`src/rtl/ps2_kbd_responder_if.sv`:
```
// Byte-level link between the PS/2 device serializer and the keyboard command responder.
// master = serializer/host side, slave = responder.
interface ps2_kbd_responder_if;
  logic       busy;
  logic       read;
  logic [7:0] rx_data;
  logic       write;
  logic [7:0] tx_data;
  logic [2:0] leds;
  logic       cmd_err;

  modport master (
    output busy, read, rx_data,
    input  write, tx_data, leds, cmd_err
  );

  modport slave (
    input  busy, read, rx_data,
    output write, tx_data, leds, cmd_err
  );
endinterface

```
`src/rtl/ps2_kbd_responder.sv`:
```
// Device-side PS/2 keyboard command responder (reset, set-LED, echo, resend, optional read-ID).
// Define KBD_RESP_ID_EN to answer 0xF2 with FA AB 83; otherwise 0xF2 is rejected with 0xFE.
//
// state | meaning
// BAT   | self-test delay; counts once armed, then queues 0xAA
// IDLE  | decoding host command bytes
// ARG   | waiting for the 0xED LED argument byte
module ps2_kbd_responder #(
  parameter int unsigned BAT_CYCLES = 500000
) (
  input logic              clk,
  input logic              reset,
  ps2_kbd_responder_if.slave bus
);

`ifdef KBD_RESP_ID_EN
  localparam int QDEPTH = 3;
`else
  localparam int QDEPTH = 1;
`endif
  localparam int QW = QDEPTH * 8;
  localparam logic [19:0] BAT_LAST = 20'(BAT_CYCLES - 1);

  typedef enum logic [1:0] {ST_BAT, ST_IDLE, ST_ARG} state_t;

  state_t          state_q, state_d;
  logic [19:0]     bat_cnt_q, bat_cnt_d;
  logic            bat_run_q, bat_run_d;
  logic [QW-1:0]   fifo_q, fifo_d;
  logic [1:0]      count_q, count_d;
  logic            wr_prev_q, wr_prev_d;
  logic [7:0]      last_q, last_d;
  logic [7:0]      tx_hold_q, tx_hold_d;
  logic [2:0]      leds_q, leds_d;
  logic            cmd_err_q, cmd_err_d;

  logic            write_c;
  logic            do_decode;
  logic            ld;
  logic [QW-1:0]   ld_vec;
  logic [1:0]      ld_cnt;

  always_comb begin
    write_c   = (count_q != 2'd0) && !bus.busy && !bus.read && !wr_prev_q;
    state_d   = state_q;
    bat_cnt_d = bat_cnt_q;
    bat_run_d = bat_run_q;
    fifo_d    = fifo_q;
    count_d   = count_q;
    wr_prev_d = write_c;
    last_d    = last_q;
    tx_hold_d = tx_hold_q;
    leds_d    = leds_q;
    cmd_err_d = 1'b0;
    do_decode = 1'b0;
    ld        = 1'b0;
    ld_vec    = '0;
    ld_cnt    = 2'd0;

    if (write_c) begin
      fifo_d    = fifo_q >> 8;
      count_d   = count_q - 2'd1;
      last_d    = fifo_q[7:0];
      tx_hold_d = fifo_q[7:0];
      // In BAT the only byte that can go out is the 0xFF ack; its issue arms the timer.
      if (state_q == ST_BAT) begin
        bat_run_d = 1'b1;
        bat_cnt_d = '0;
      end
    end

    case (state_q)
      ST_BAT: begin
        if (bus.read && bus.rx_data == 8'hFF) begin
          do_decode = 1'b1;
        end else if (bat_run_q) begin
          if (bat_cnt_q == BAT_LAST) begin
            ld        = 1'b1;
            ld_vec    = QW'(8'hAA);
            ld_cnt    = 2'd1;
            bat_run_d = 1'b0;
            bat_cnt_d = '0;
            state_d   = ST_IDLE;
          end else begin
            bat_cnt_d = bat_cnt_q + 20'd1;
          end
        end
      end
      ST_IDLE: begin
        if (bus.read) do_decode = 1'b1;
      end
      ST_ARG: begin
        if (bus.read) begin
          if (bus.rx_data < 8'hED) begin
            leds_d  = bus.rx_data[2:0];
            ld      = 1'b1;
            ld_vec  = QW'(8'hFA);
            ld_cnt  = 2'd1;
            state_d = ST_IDLE;
          end else begin
            do_decode = 1'b1;
          end
        end
      end
      default: state_d = ST_BAT;
    endcase

    if (do_decode) begin
      state_d = ST_IDLE;
      ld      = 1'b1;
      ld_cnt  = 2'd1;
      case (bus.rx_data)
        8'hFF: begin
          ld_vec    = QW'(8'hFA);
          leds_d    = 3'b000;
          state_d   = ST_BAT;
          bat_run_d = 1'b0;
          bat_cnt_d = '0;
        end
        8'hED: begin
          ld_vec  = QW'(8'hFA);
          state_d = ST_ARG;
        end
        8'hEE: ld_vec = QW'(8'hEE);
        8'hFE: ld_vec = QW'(last_q);
`ifdef KBD_RESP_ID_EN
        8'hF2: begin
          ld_vec = {8'h83, 8'hAB, 8'hFA};
          ld_cnt = 2'd3;
        end
`endif
        default: begin
          ld_vec    = QW'(8'hFE);
          cmd_err_d = 1'b1;
        end
      endcase
    end

    // A new command replaces whatever was still waiting to be sent.
    if (ld) begin
      fifo_d  = ld_vec;
      count_d = ld_cnt;
    end
  end

  always_ff @(posedge clk or negedge reset) begin
    if (!reset) begin
      state_q   <= ST_BAT;
      bat_cnt_q <= '0;
      bat_run_q <= 1'b1;
      fifo_q    <= '0;
      count_q   <= 2'd0;
      wr_prev_q <= 1'b0;
      last_q    <= 8'hAA;
      tx_hold_q <= 8'h00;
      leds_q    <= 3'b000;
      cmd_err_q <= 1'b0;
    end else begin
      state_q   <= state_d;
      bat_cnt_q <= bat_cnt_d;
      bat_run_q <= bat_run_d;
      fifo_q    <= fifo_d;
      count_q   <= count_d;
      wr_prev_q <= wr_prev_d;
      last_q    <= last_d;
      tx_hold_q <= tx_hold_d;
      leds_q    <= leds_d;
      cmd_err_q <= cmd_err_d;
    end
  end

  // tx_data shows the head during the write cycle and holds it until the next write.
  assign bus.write   = write_c;
  assign bus.tx_data = write_c ? fifo_q[7:0] : tx_hold_q;
  assign bus.leds    = leds_q;
  assign bus.cmd_err = cmd_err_q;

endmodule

```
`src/flat_wrapper.sv`:
```
// flat-port wrapper written by rule: the top's interface ports become plain ports
module ps2_kbd_responder_flat 
#(
  parameter int unsigned BAT_CYCLES = 500000
)
  (clk, reset, bus_busy, bus_read, bus_rx_data, bus_write, bus_tx_data, bus_leds, bus_cmd_err);
  ps2_kbd_responder_if bus_i ();
  input logic clk;
  input logic reset;
  input wire logic [$bits(bus_i.busy)-1:0] bus_busy;
  input wire logic [$bits(bus_i.read)-1:0] bus_read;
  input wire logic [$bits(bus_i.rx_data)-1:0] bus_rx_data;
  output wire logic [$bits(bus_i.write)-1:0] bus_write;
  output wire logic [$bits(bus_i.tx_data)-1:0] bus_tx_data;
  output wire logic [$bits(bus_i.leds)-1:0] bus_leds;
  output wire logic [$bits(bus_i.cmd_err)-1:0] bus_cmd_err;
  assign bus_i.busy = bus_busy;
  assign bus_i.read = bus_read;
  assign bus_i.rx_data = bus_rx_data;
  assign bus_write = bus_i.write;
  assign bus_tx_data = bus_i.tx_data;
  assign bus_leds = bus_i.leds;
  assign bus_cmd_err = bus_i.cmd_err;
  ps2_kbd_responder #(.BAT_CYCLES(BAT_CYCLES)) u_core (.clk(clk), .reset(reset), .bus(bus_i));
endmodule
```
`config.mk`:
```
export PLATFORM = sky130hd
export DESIGN_NAME = ps2_kbd_responder_flat
export DESIGN_NICKNAME = d
export VERILOG_FILES = /design/src/rtl/ps2_kbd_responder_if.sv /design/src/rtl/ps2_kbd_responder.sv /design/src/flat_wrapper.sv
export SDC_FILE = /design/constraint.sdc
export NUM_CORES = 1
export LEC_CHECK = 0
export BUFFER_PORTS_ARGS = -buffer_cell sky130_fd_sc_hd__buf_2
export CORE_MARGIN = 2
export CORE_UTILIZATION = 40
export DETAILED_ROUTE_END_ITERATION = 6
export SLEW_MARGIN = 0
export SYNTH_ARGS = -nofsm -noshare
export SYNTH_HDL_FRONTEND = slang
export SYNTH_SLANG_ARGS = --single-unit
```
`constraint.sdc`:
```
create_clock -name clk -period 4.5 [get_ports clk]
set_clock_uncertainty 0.15 [all_clocks]
set_input_delay 0.675 -clock clk [delete_from_list [all_inputs] [get_ports clk]]
set_output_delay 0.675 -clock clk [all_outputs]
set_load 0.02 [all_outputs]
```
==> results of run 1 <==
==> metrics by stage <==
stage / setup WS (ns) / utilization [%]
after global placement: 1.30 / 43.7
after CTS: 1.20 / 45.2
after floorplan: 1.47 / -
after detailed placement: 1.24 / 43.7
final: 1.22 / 45.2
after global routing: 1.06 / 45.2
==> final timing paths <==
path,from,end,slack (ns)
worst max-delay path,u_core.count_q[0],bus_tx_data[3],1.22
worst min-delay path,reset,u_core.bat_cnt_q[8],0.31
worst max register to register,u_core.count_q[0],u_core.bat_cnt_q[5],1.68
worst min register to register,u_core.last_q[5],u_core.last_q[5],0.32
max in group asynchronous,reset,u_core.bat_cnt_q[2],3.43
min in group clk,u_core.last_q[5],u_core.last_q[5],0.32
==> sequential cells by signal, indices dropped and copies added, names as in the netlist <==
name / count
u_core.bat_run_q: 1
u_core.fifo_q: 8
u_core.tx_hold_q: 8
u_core.last_q: 8
u_core.bat_cnt_q: 20
u_core.wr_prev_q: 1
u_core.count_q: 2
u_core.bus.cmd_err: 1
u_core.state_q: 2
u_core.bus.leds: 3
==> layer usage <==
layer  track usage (%)  vias to the layer above
met3              3.11                        5
met1              25.1                     1063
li1                  -                     1122
met5                 0                        -
met2              24.5                       41
met4              4.34                        0
==> cell usage after synthesis, types with 2 or more instances <==
cell	count	share of area, %
a211oi_1	3	0.81
a21boi_0	2	0.54
a21o_1	2	0.54
a21oi_1	11	2.0
a31o_2	2	0.63
a31oi_1	3	0.67
and2_1	2	0.45
and3_1	5	1.1
buf_2	6	1.1
buf_6	2	0.81
clkbuf_1	4	0.54
dfrtp_1	49	44
dfstp_2	5	4.7
ha_1	2	0.90
inv_1	14	1.9
mux2_1	2	0.81
mux2_2	2	0.81
mux2i_1	4	1.4
nand2_1	60	8.1
nand3_1	17	3.0
nand3b_1	2	0.54
nand4_1	9	2.0
nor2_1	31	4.2
nor3_1	3	0.54
nor4_1	5	1.1
nor4_4	2	1.5
o211ai_1	2	0.54
o21ai_0	10	1.8
o32ai_1	2	0.63
or3_1	5	1.1
or4_1	5	1.3
xnor2_1	3	0.94
xor2_1	5	1.6
==> where the power goes <==
group	total (mW)	internal, mW	switching (mW)	leakage, nW
sequential	0.733	0.631	0.102	0.684
combinational	0.381	0.147	0.234	0.658
clock	0.295	0.117	0.178	0.0506
total	1.41	0.895	0.514	1.39
==> cell families (layout without fill, tap and decap cells) <==
logic type / after synthesis / count (layout) / synth area share, %
multiplexers: 8 / 8 / 3.05
AO/OA/AOI/OAI: 53 / 53 / 13.1
adder cells (fa/ha/maj): 2 / 2 / 0.896
AND/OR/NAND/NOR: 154 / 154 / 27.4
flip-flops: 54 / 54 / 48.6
XOR/XNOR: 8 / 8 / 2.51
buffers and inverters: 27 / 48 / 4.44
==> critical path, delay by kind of cell (launching register included) <==
| kind | cells | cell delay (ns) |
|---|---|---|
| fa+ha+maj | 1 | 0.19 |
| buf+inv | 4 | 0.87 |
| flops | 1 | 0.36 |
| simple gates | 3 | 0.72 |
==> cell usage in the layout (no fill, tap or decap), types with 3 or more instances in the layout <==
| cell type | count |
|---|---|
| nand4_1 | 9 |
| clkbuf_8 | 5 |
| buf_2 | 24 |
| inv_1 | 14 |
| xor2_1 | 5 |
| nor3_1 | 3 |
| a31oi_1 | 3 |
| nor2_1 | 31 |
| dfrtp_1 | 49 |
| nand3_1 | 17 |
| o21ai_0 | 10 |
| or3_1 | 5 |
| nor4_1 | 5 |
| a21oi_1 | 11 |
| a211oi_1 | 3 |
| xnor2_1 | 3 |
| or4_1 | 5 |
| nand2_1 | 60 |
| mux2i_1 | 4 |
| dfstp_2 | 5 |
| and3_1 | 5 |
==> layout make-up <==
class / instances / area share, %
Multi-Input combinational cell: 225 / 42.9
Inverter: 14 / 1.72
Clock inverter: 3 / 0.943
Timing Repair Buffer: 26 / 4.43
Tap cell: 80 / 3.28
Sequential cell: 54 / 44.5
Clock buffer: 5 / 2.25
==> results.py, run 1 <==
metrics = {
    "timing": {
        "final_max_slew_viol_count": 0,
        "tns_ns": 0,
        "layout_min_cycle_time_ns": 3.28,
        "whs_ns": 0.311,
        "rsz0062_at_grt": "no",
        "period_share_pct": 73.0,
        "worstMarginPinSlew_ns": 0.760,
        "max_freq_mhz": 305,
        "max_slew_margin_pct": 49.0,
        "finalHoldViolations": 0,
        "setup_viol": 0,
    },
    "layout": {
        "syn2layout_area_growth_pct": 9.37,
        "num_antenna_cells": 0,
        "layout-drive-gt1-share_pct": 15.0,
        "final.fill_count": 663,
        "multiInputGateArea_um2": 1310,
        "fin_cells": 407,
        "stdcell_area_um2": 3050,
        "nets": 340,
        "final-seq-area_um2": 1360,
    },
    "global_routing": {
        "grt_overflow_total": 0,
        "antenna_found_initial": 0,
        "grt_pass1_wl_mm": 10.3,
        "grt_pass1_vias": 2163,
        "grt_start_max_net_pins": 55,
        "grt.total_usage_pct": 16.6,
    },
    "floorplanning": {
        "rows": 30,
        "die_w_um": 87.5,
        "coreArea_um2": 6760,
        "die_h_um": 87.5,
        "dieArea_um2": 7660,
        "pin_count": 25,
        "start_util_pct": 41.3,
    },
    "route": {
        "highest_layer": "met4",
        "avgRoutedWirePerCell_um": 14.2,
        "drt_pass1_iterations": 4,
        "wl_met2_mm": 2.58,
        "drt_wl_total_mm": 5.79,
        "drc_errors": 0,
        "via_per_inst": 5.48,
        "final_antenna_net_count": 0,
        "drt-met1-wl_mm": 2.92,
        "drt_iter0_drc": 138,
        "wl_met3_um": 227,
        "vias": 2231,
    },
    "synthesis": {
        "synth_cells": 306,
        "synth_fp_nets": 320,
        "ys_types": 58,
        "yosysWarnings": 0,
        "seq_area_frac_synth_pct": 48.6,
        "syn_area_um2": 2790,
        "synth-seq-cells": 54,
        "avgSynthCellArea_um2": 9.12,
        "synthArstFlopShare_pct": 100,
        "yosys_most_used_dff": "dfrtp_1",
        "synth_enable_flop_cells": 0,
    },
    "critical_path": {
        "cp-start-kind": "register",
        "slowest_delay_ns": 0.46,
        "path_cells": "inv_1, ha_1, or4_1, buf_4, inv_1, nand2_1, nand2_1, buf_2",
        "cp_max_fo": 25,
        "critPathCaptureType": "output pin",
        "path_class": "register to output pin",
        "cp.required_ns": 3.67,
        "crit_arrival_ns": 2.46,
        "cp_slowest_cell": "or4_1",
        "r2r_cells": 9,
    },
    "pwr": {
        "peakVddDrop_v": 0.000286,
        "p_leak_nw": 1.39,
        "finalPower_mw": 1.41,
        "power.density_nw_per_um2": 461,
    },
    "job": {
        "maxCapViolations": 0,
    },
    "cts": {
        "cts.clk_slew.worst_paths_ns": 0.11,
        "cts_setup_buffers": 0,
        "clock_latency_ns": 0.31,
        "holdBufCountCts": 0,
        "cts_tree": "done",
        "cts-root-buf": "clkbuf_8",
        "clockBufferDepth": 2,
        "clock-sinks": 54,
        "htreeDepth": 2,
        "post_cts_resize_count": 0,
        "numCtsBuffers": 5,
    },
    "placed_design": {
        "dp_hpwl_mm": 3.99,
        "place_inst": 399,
        "gp_congestion": 0.860,
        "port_buffers": 24,
        "dpl_cell_area_um2": 2960,
    },
    "hold_path": {
        "hp-class": "primary input to asynchronous set/reset pin",
    },
    "run_status": {
        "status": "finished clean",
    },
}
Note: power is estimated with default switching activity, not from simulation.
==> run 2, diff against run 1 <==
==> constraint.sdc (replaced) <==
create_clock -name clk -period 2.8 [get_ports clk]
set_clock_uncertainty 0.15 [all_clocks]
set_input_delay 0.42 -clock clk [delete_from_list [all_inputs] [get_ports clk]]
set_output_delay 0.42 -clock clk [all_outputs]
set_load 0.02 [all_outputs]
==> results.py, run 2 (synthesis results as in run 1) <==
metrics = {
    "global_routing": {
        "met3_usage_pct": 3.30,
        "grt.total_usage_pct": 17.0,
        "met2_usage_pct": 26.3,
        "top_usage_layer": "met2",
        "antenna_found_initial": 0,
        "grt_start_max_net_pins": 25,
        "grt_pass1_wl_mm": 10.2,
        "grt_pass1_vias": 2127,
        "grt_overflow_total": 0,
        "grt_use_met1_pct": 23.9,
    },
    "job": {
        "maxCapViolations": 0,
    },
    "timing": {
        "setup_viol": 0,
        "layout_min_cycle_time_ns": 2.62,
        "final_max_slew_viol_count": 0,
        "finalHoldViolations": 0,
        "worstMarginPinSlew_ns": 0.586,
        "max_slew_margin_pct": 60.7,
        "period_share_pct": 93.6,
        "rsz0062_at_grt": "no",
        "tns_ns": 0,
        "max_freq_mhz": 382,
    },
    "cts": {
        "clockBufferDepth": 2,
        "cts_tree": "done",
        "cts.clk_slew.worst_paths_ns": 0.11,
        "htreeDepth": 2,
        "numCtsBuffers": 5,
        "clock-sinks": 54,
        "cts-root-buf": "clkbuf_8",
        "clock_latency_ns": 0.32,
    },
    "run_status": {
        "status": "finished clean",
    },
    "layout": {
        "final.fill_count": 697,
        "layout-drive-gt1-share_pct": 17.8,
        "layout_common_cells": "60 x nand2_1, 49 x dfrtp_1, 31 x nor2_1, 24 x buf_2, 17 x nand3_1",
        "nets": 351,
        "stdcell_area_um2": 3140,
        "final-seq-area_um2": 1360,
        "largest_register_ffs": 20,
        "final_common_cell": "nand2_1",
        "num_antenna_cells": 0,
        "multiInputGateArea_um2": 1310,
        "fin_cells": 418,
        "largest_register": "u_core.bat_cnt_q",
        "syn2layout_area_growth_pct": 12.5,
    },
    "route": {
        "final_antenna_net_count": 0,
        "vias": 2281,
        "drt_iter0_drc": 137,
        "via_per_inst": 5.46,
        "avgRoutedWirePerCell_um": 14.9,
        "drt_wl_total_mm": 6.21,
        "drc_errors": 0,
        "drt_pass1_iterations": 4,
    },
    "floorplanning": {
        "dieArea_um2": 7660,
        "start_util_pct": 41.3,
        "die_w_um": 87.5,
        "pin_count": 25,
        "die_h_um": 87.5,
        "coreArea_um2": 6760,
        "rows": 30,
    },
    "critical_path": {
        "crit_arrival_ns": 2.05,
        "cp_max_fo": 7,
        "critPathCaptureType": "output pin",
        "cp-start-kind": "register",
        "cp.required_ns": 2.23,
        "path_class": "register to output pin",
    },
    "placed_design": {
        "place_inst": 406,
        "dpl_cell_area_um2": 3010,
        "gp_congestion": 0.887,
        "dp_hpwl_mm": 4.44,
        "port_buffers": 24,
    },
    "pwr": {
        "switching_power_mw": 0.849,
        "pwr-share-clk_pct": 20.9,
        "sw_frac_of_total_pct": 36.8,
        "power.density_nw_per_um2": 734,
        "finalPower_mw": 2.31,
        "power_frac_comb_pct": 28.0,
        "intPower_mw": 1.46,
        "power_frac_seq_pct": 51.1,
        "p_leak_nw": 1.45,
        "peakVddDrop_v": 0.000413,
    },
    "hold_path": {
        "hp-class": "primary input to register",
    },
}
## run 2: path summary, 6_finish.rpt
path,end,from,slack [ns],cells after the start
setup / recovery,bus_tx_data[3],u_core.count_q[0],0.18,8
hold / removal,u_core.bus.leds[2],bus_rx_data[2],0.23,3
setup reg to reg,u_core.fifo_q[4],u_core.bat_cnt_q[0],0.25,6
hold reg to reg,u_core.last_q[3],u_core.last_q[3],0.32,2
max in group asynchronous,u_core.last_q[7],reset,1.41,3
min in group asynchronous,u_core.bat_cnt_q[7],reset,0.40,2
## run 2: cell type report
cell class,instances,share of cell area [%]
Sequential cell,54,43.2
Multi-Input combinational cell,225,41.7
Timing Repair Buffer,37,7.01
Tap cell,80,3.19
Clock buffer,5,2.19
Inverter,14,1.75
Clock inverter,3,0.916
## run 2: power by group through the flow
| stage | sequential (mW) | combinational [mW] | clock, mW |
|---|---|---|---|
| after floorplan | 1.15 | 0.482 | 0 |
| after CTS | 1.18 | 0.637 | 0.496 |
| after global placement | 1.19 | 0.622 | 0 |
| after detailed placement | 1.19 | 0.634 | 0 |
| after global routing | 1.21 | 0.723 | 0.529 |
| final | 1.18 | 0.645 | 0.482 |
## run 2: what timing repair did
action	CTS	global route
resized for setup	0	2
hold endpoints to repair	15	0
setup buffers	0	3
setup endpoints to repair	0	5
hold buffers	1	0
## run 2: metrics by stage
| step | hold WS [ns] | util, % | setup slack [ns] |
|---|---|---|---|
| CTS | 0.229 | 46.1 | 0.000693 |
| finish | 0.233 | 46.5 | 0.179 |
| detailed placement | 0.223 | 44.5 | 0.288 |
| global placement | 0.228 | 44.5 | 0.322 |
| global route | 0.269 | 46.5 | 0.0461 |
| floorplan | -0.0256 | - | 0.206 |
## run 2: critical path, cell delays in order, from the launching register on
cell and delay, ns:
dfrtp_1 0.37, inv_1 0.06, ha_1 0.18, or4_1 0.53, inv_4 0.12, buf_4 0.15, nand2_1 0.07, nand2_1 0.08
buf_2 0.16
## run 2: metal layers
| metal | part of all wire [%] | up-vias |
|---|---|---|
| met4 | 1.3 | 0 |
| met5 | 0 | - |
| met3 | 4.2 | 6 |
| met2 | 46 | 63 |
| met1 | 48 | 1069 |
| li1 | - | 1143 |
==> run 3, diff against run 2 <==
--- a/config.mk
+++ b/config.mk
@@ -8,6 +8,7 @@
 export BUFFER_PORTS_ARGS = -buffer_cell sky130_fd_sc_hd__buf_2
 export CORE_MARGIN = 2
 export CORE_UTILIZATION = 40
+export CTS_CLUSTER_SIZE = 24
 export DETAILED_ROUTE_END_ITERATION = 6
 export SLEW_MARGIN = 0
 export SYNTH_ARGS = -nofsm -noshare
==> constraint.sdc (replaced) <==
create_clock -name clk -period 2.8 [get_ports clk]
set_clock_uncertainty 0.15 [all_clocks]
set_input_delay 0.42 -clock clk [delete_from_list [all_inputs] [get_ports clk]]
set_output_delay 0.42 -clock clk [all_outputs]
set_load 0.01 [all_outputs]
==> results.py, run 3 (synthesis results as in run 1) <==
metrics = {
    "run_status": {
        "status": "finished clean",
    },
    "critical_path": {
        "r2r_cells": 5,
        "crit_arrival_ns": 2.05,
        "slowest_delay_ns": 0.49,
        "critPathCaptureType": "output pin",
        "path_cells": "inv_1, ha_1, or4_1, inv_1, buf_12, nand2_1, nand2_1, buf_2",
        "cp_slowest_cell": "or4_1",
        "cp_max_fo": 11,
        "cp-start-kind": "register",
        "r2r_start": "u_core.bat_cnt_q[0]",
        "cp.required_ns": 2.23,
        "ff2ff_setup_slack_ns": 0.44,
        "path_class": "register to output pin",
        "rr_endpoint": "u_core.bat_cnt_q[16]",
    },
    "placed_design": {
        "gp_congestion": 0.890,
        "place_inst": 406,
        "dp_hpwl_mm": 4.39,
        "dpl_cell_area_um2": 3020,
        "port_buffers": 24,
    },
    "layout": {
        "largest_register": "u_core.bat_cnt_q",
        "layout_common_cells": "60 x nand2_1, 49 x dfrtp_1, 31 x nor2_1, 24 x buf_2, 17 x nand3_1",
        "largest_register_ffs": 20,
        "final.fill_count": 663,
        "final_common_cell": "nand2_1",
        "multiInputGateArea_um2": 1310,
        "layout-drive-gt1-share_pct": 16.7,
        "fin_cells": 415,
        "final-seq-area_um2": 1360,
        "num_antenna_cells": 0,
        "stdcell_area_um2": 3130,
        "nets": 348,
        "syn2layout_area_growth_pct": 12.0,
    },
    "cts": {
        "holdBufCountCts": 1,
        "numCtsBuffers": 5,
        "htreeDepth": 2,
        "post_cts_resize_count": 0,
        "cts_tree": "done",
        "clock_latency_ns": 0.31,
        "cts-root-buf": "clkbuf_8",
        "cts_setup_buffers": 0,
        "clockBufferDepth": 2,
        "clock-sinks": 54,
        "cts.clk_slew.worst_paths_ns": 0.11,
    },
    "global_routing": {
        "grt_pass1_vias": 2223,
        "grt.total_usage_pct": 17.3,
        "grt_start_max_net_pins": 29,
        "antenna_found_initial": 0,
        "grt_overflow_total": 0,
        "grt_pass1_wl_mm": 10.6,
    },
    "hold_path": {
        "hp-class": "primary input to register",
        "hold_path_depth": 3,
        "worstHoldStart": "bus_rx_data[2]",
        "whs_endpoint": "u_core.bus.leds[2]",
    },
    "pwr": {
        "peakVddDrop_v": 0.000372,
        "power.density_nw_per_um2": 717,
        "p_leak_nw": 1.44,
        "finalPower_mw": 2.24,
    },
    "route": {
        "vias": 2305,
        "drc_errors": 0,
        "via_per_inst": 5.55,
        "drt_pass1_iterations": 4,
        "final_antenna_net_count": 0,
        "drt_wl_total_mm": 6.17,
        "avgRoutedWirePerCell_um": 14.9,
        "drt_iter0_drc": 81,
    },
    "job": {
        "maxCapViolations": 0,
    },
    "timing": {
        "worstMarginPinSlew_ns": 0.675,
        "layout_min_cycle_time_ns": 2.62,
        "tns_ns": 0,
        "whs_ns": 0.248,
        "rsz0062_at_grt": "no",
        "setup_viol": 0,
        "max_freq_mhz": 382,
        "finalHoldViolations": 0,
        "final_max_slew_viol_count": 0,
        "period_share_pct": 93.4,
        "max_slew_margin_pct": 54.9,
    },
    "floorplanning": {
        "die_w_um": 87.5,
        "dieArea_um2": 7660,
        "start_util_pct": 41.3,
        "die_h_um": 87.5,
        "coreArea_um2": 6760,
        "pin_count": 25,
        "rows": 30,
    },
}
## run 3: worst max-delay path by stage
stage,to,from,cells past startpoint,slack (ns)
after floorplan,bus_tx_data[1],u_core.count_q[0],8,0.36
after CTS,bus_tx_data[3],u_core.count_q[0],8,0.15
after global routing,bus_tx_data[1],u_core.count_q[0],8,0.002
after detailed placement,u_core.bat_cnt_q[5],bus_read,7,0.38
after global placement,u_core.bat_cnt_q[5],bus_read,7,0.44
final,bus_tx_data[3],u_core.count_q[0],8,0.18
## run 3: metrics by stage
step	worst slack, ns	utilization (%)
after global placement	0.442	44.7
final	0.184	46.3
after global routing	0.00185	46.3
after floorplan	0.364	-
after detailed placement	0.376	44.7
after CTS	0.151	46.3
## run 3: critical path, delay by kind of cell (launching register included)
family | cells | cell delay, ns
adder cells (fa/ha/maj) | 1 | 0.18
buffers and inverters | 4 | 0.57
AND/OR/NAND/NOR | 3 | 0.64
flip-flops | 1 | 0.35
## run 3: power breakdown
group          internal (mW)  switching (mW)  total [mW]
Combinational          0.251           0.345       0.596
Sequential              1.01           0.165        1.18
Clock                  0.185           0.282       0.467
## run 3: layer usage
layer  GRT usage (%)  part of all wire (%)  vias up
li1                -                     -     1136
met1            24.3                    49     1128
met2            27.9                    47       39
met3            3.11                   3.3        2
met4            4.48                  0.53        0
met5               0                     0        -
## run 3: cell type report
| cell class | count | area share (%) |
|---|---|---|
| sequential | 54 | 43.4 |
| multi-input combinational | 225 | 41.9 |
| timing repair buffer | 34 | 6.73 |
| tap | 80 | 3.20 |
| inverter | 14 | 1.68 |
| clock inverter | 3 | 0.841 |
| clock buffer | 5 | 2.20 |
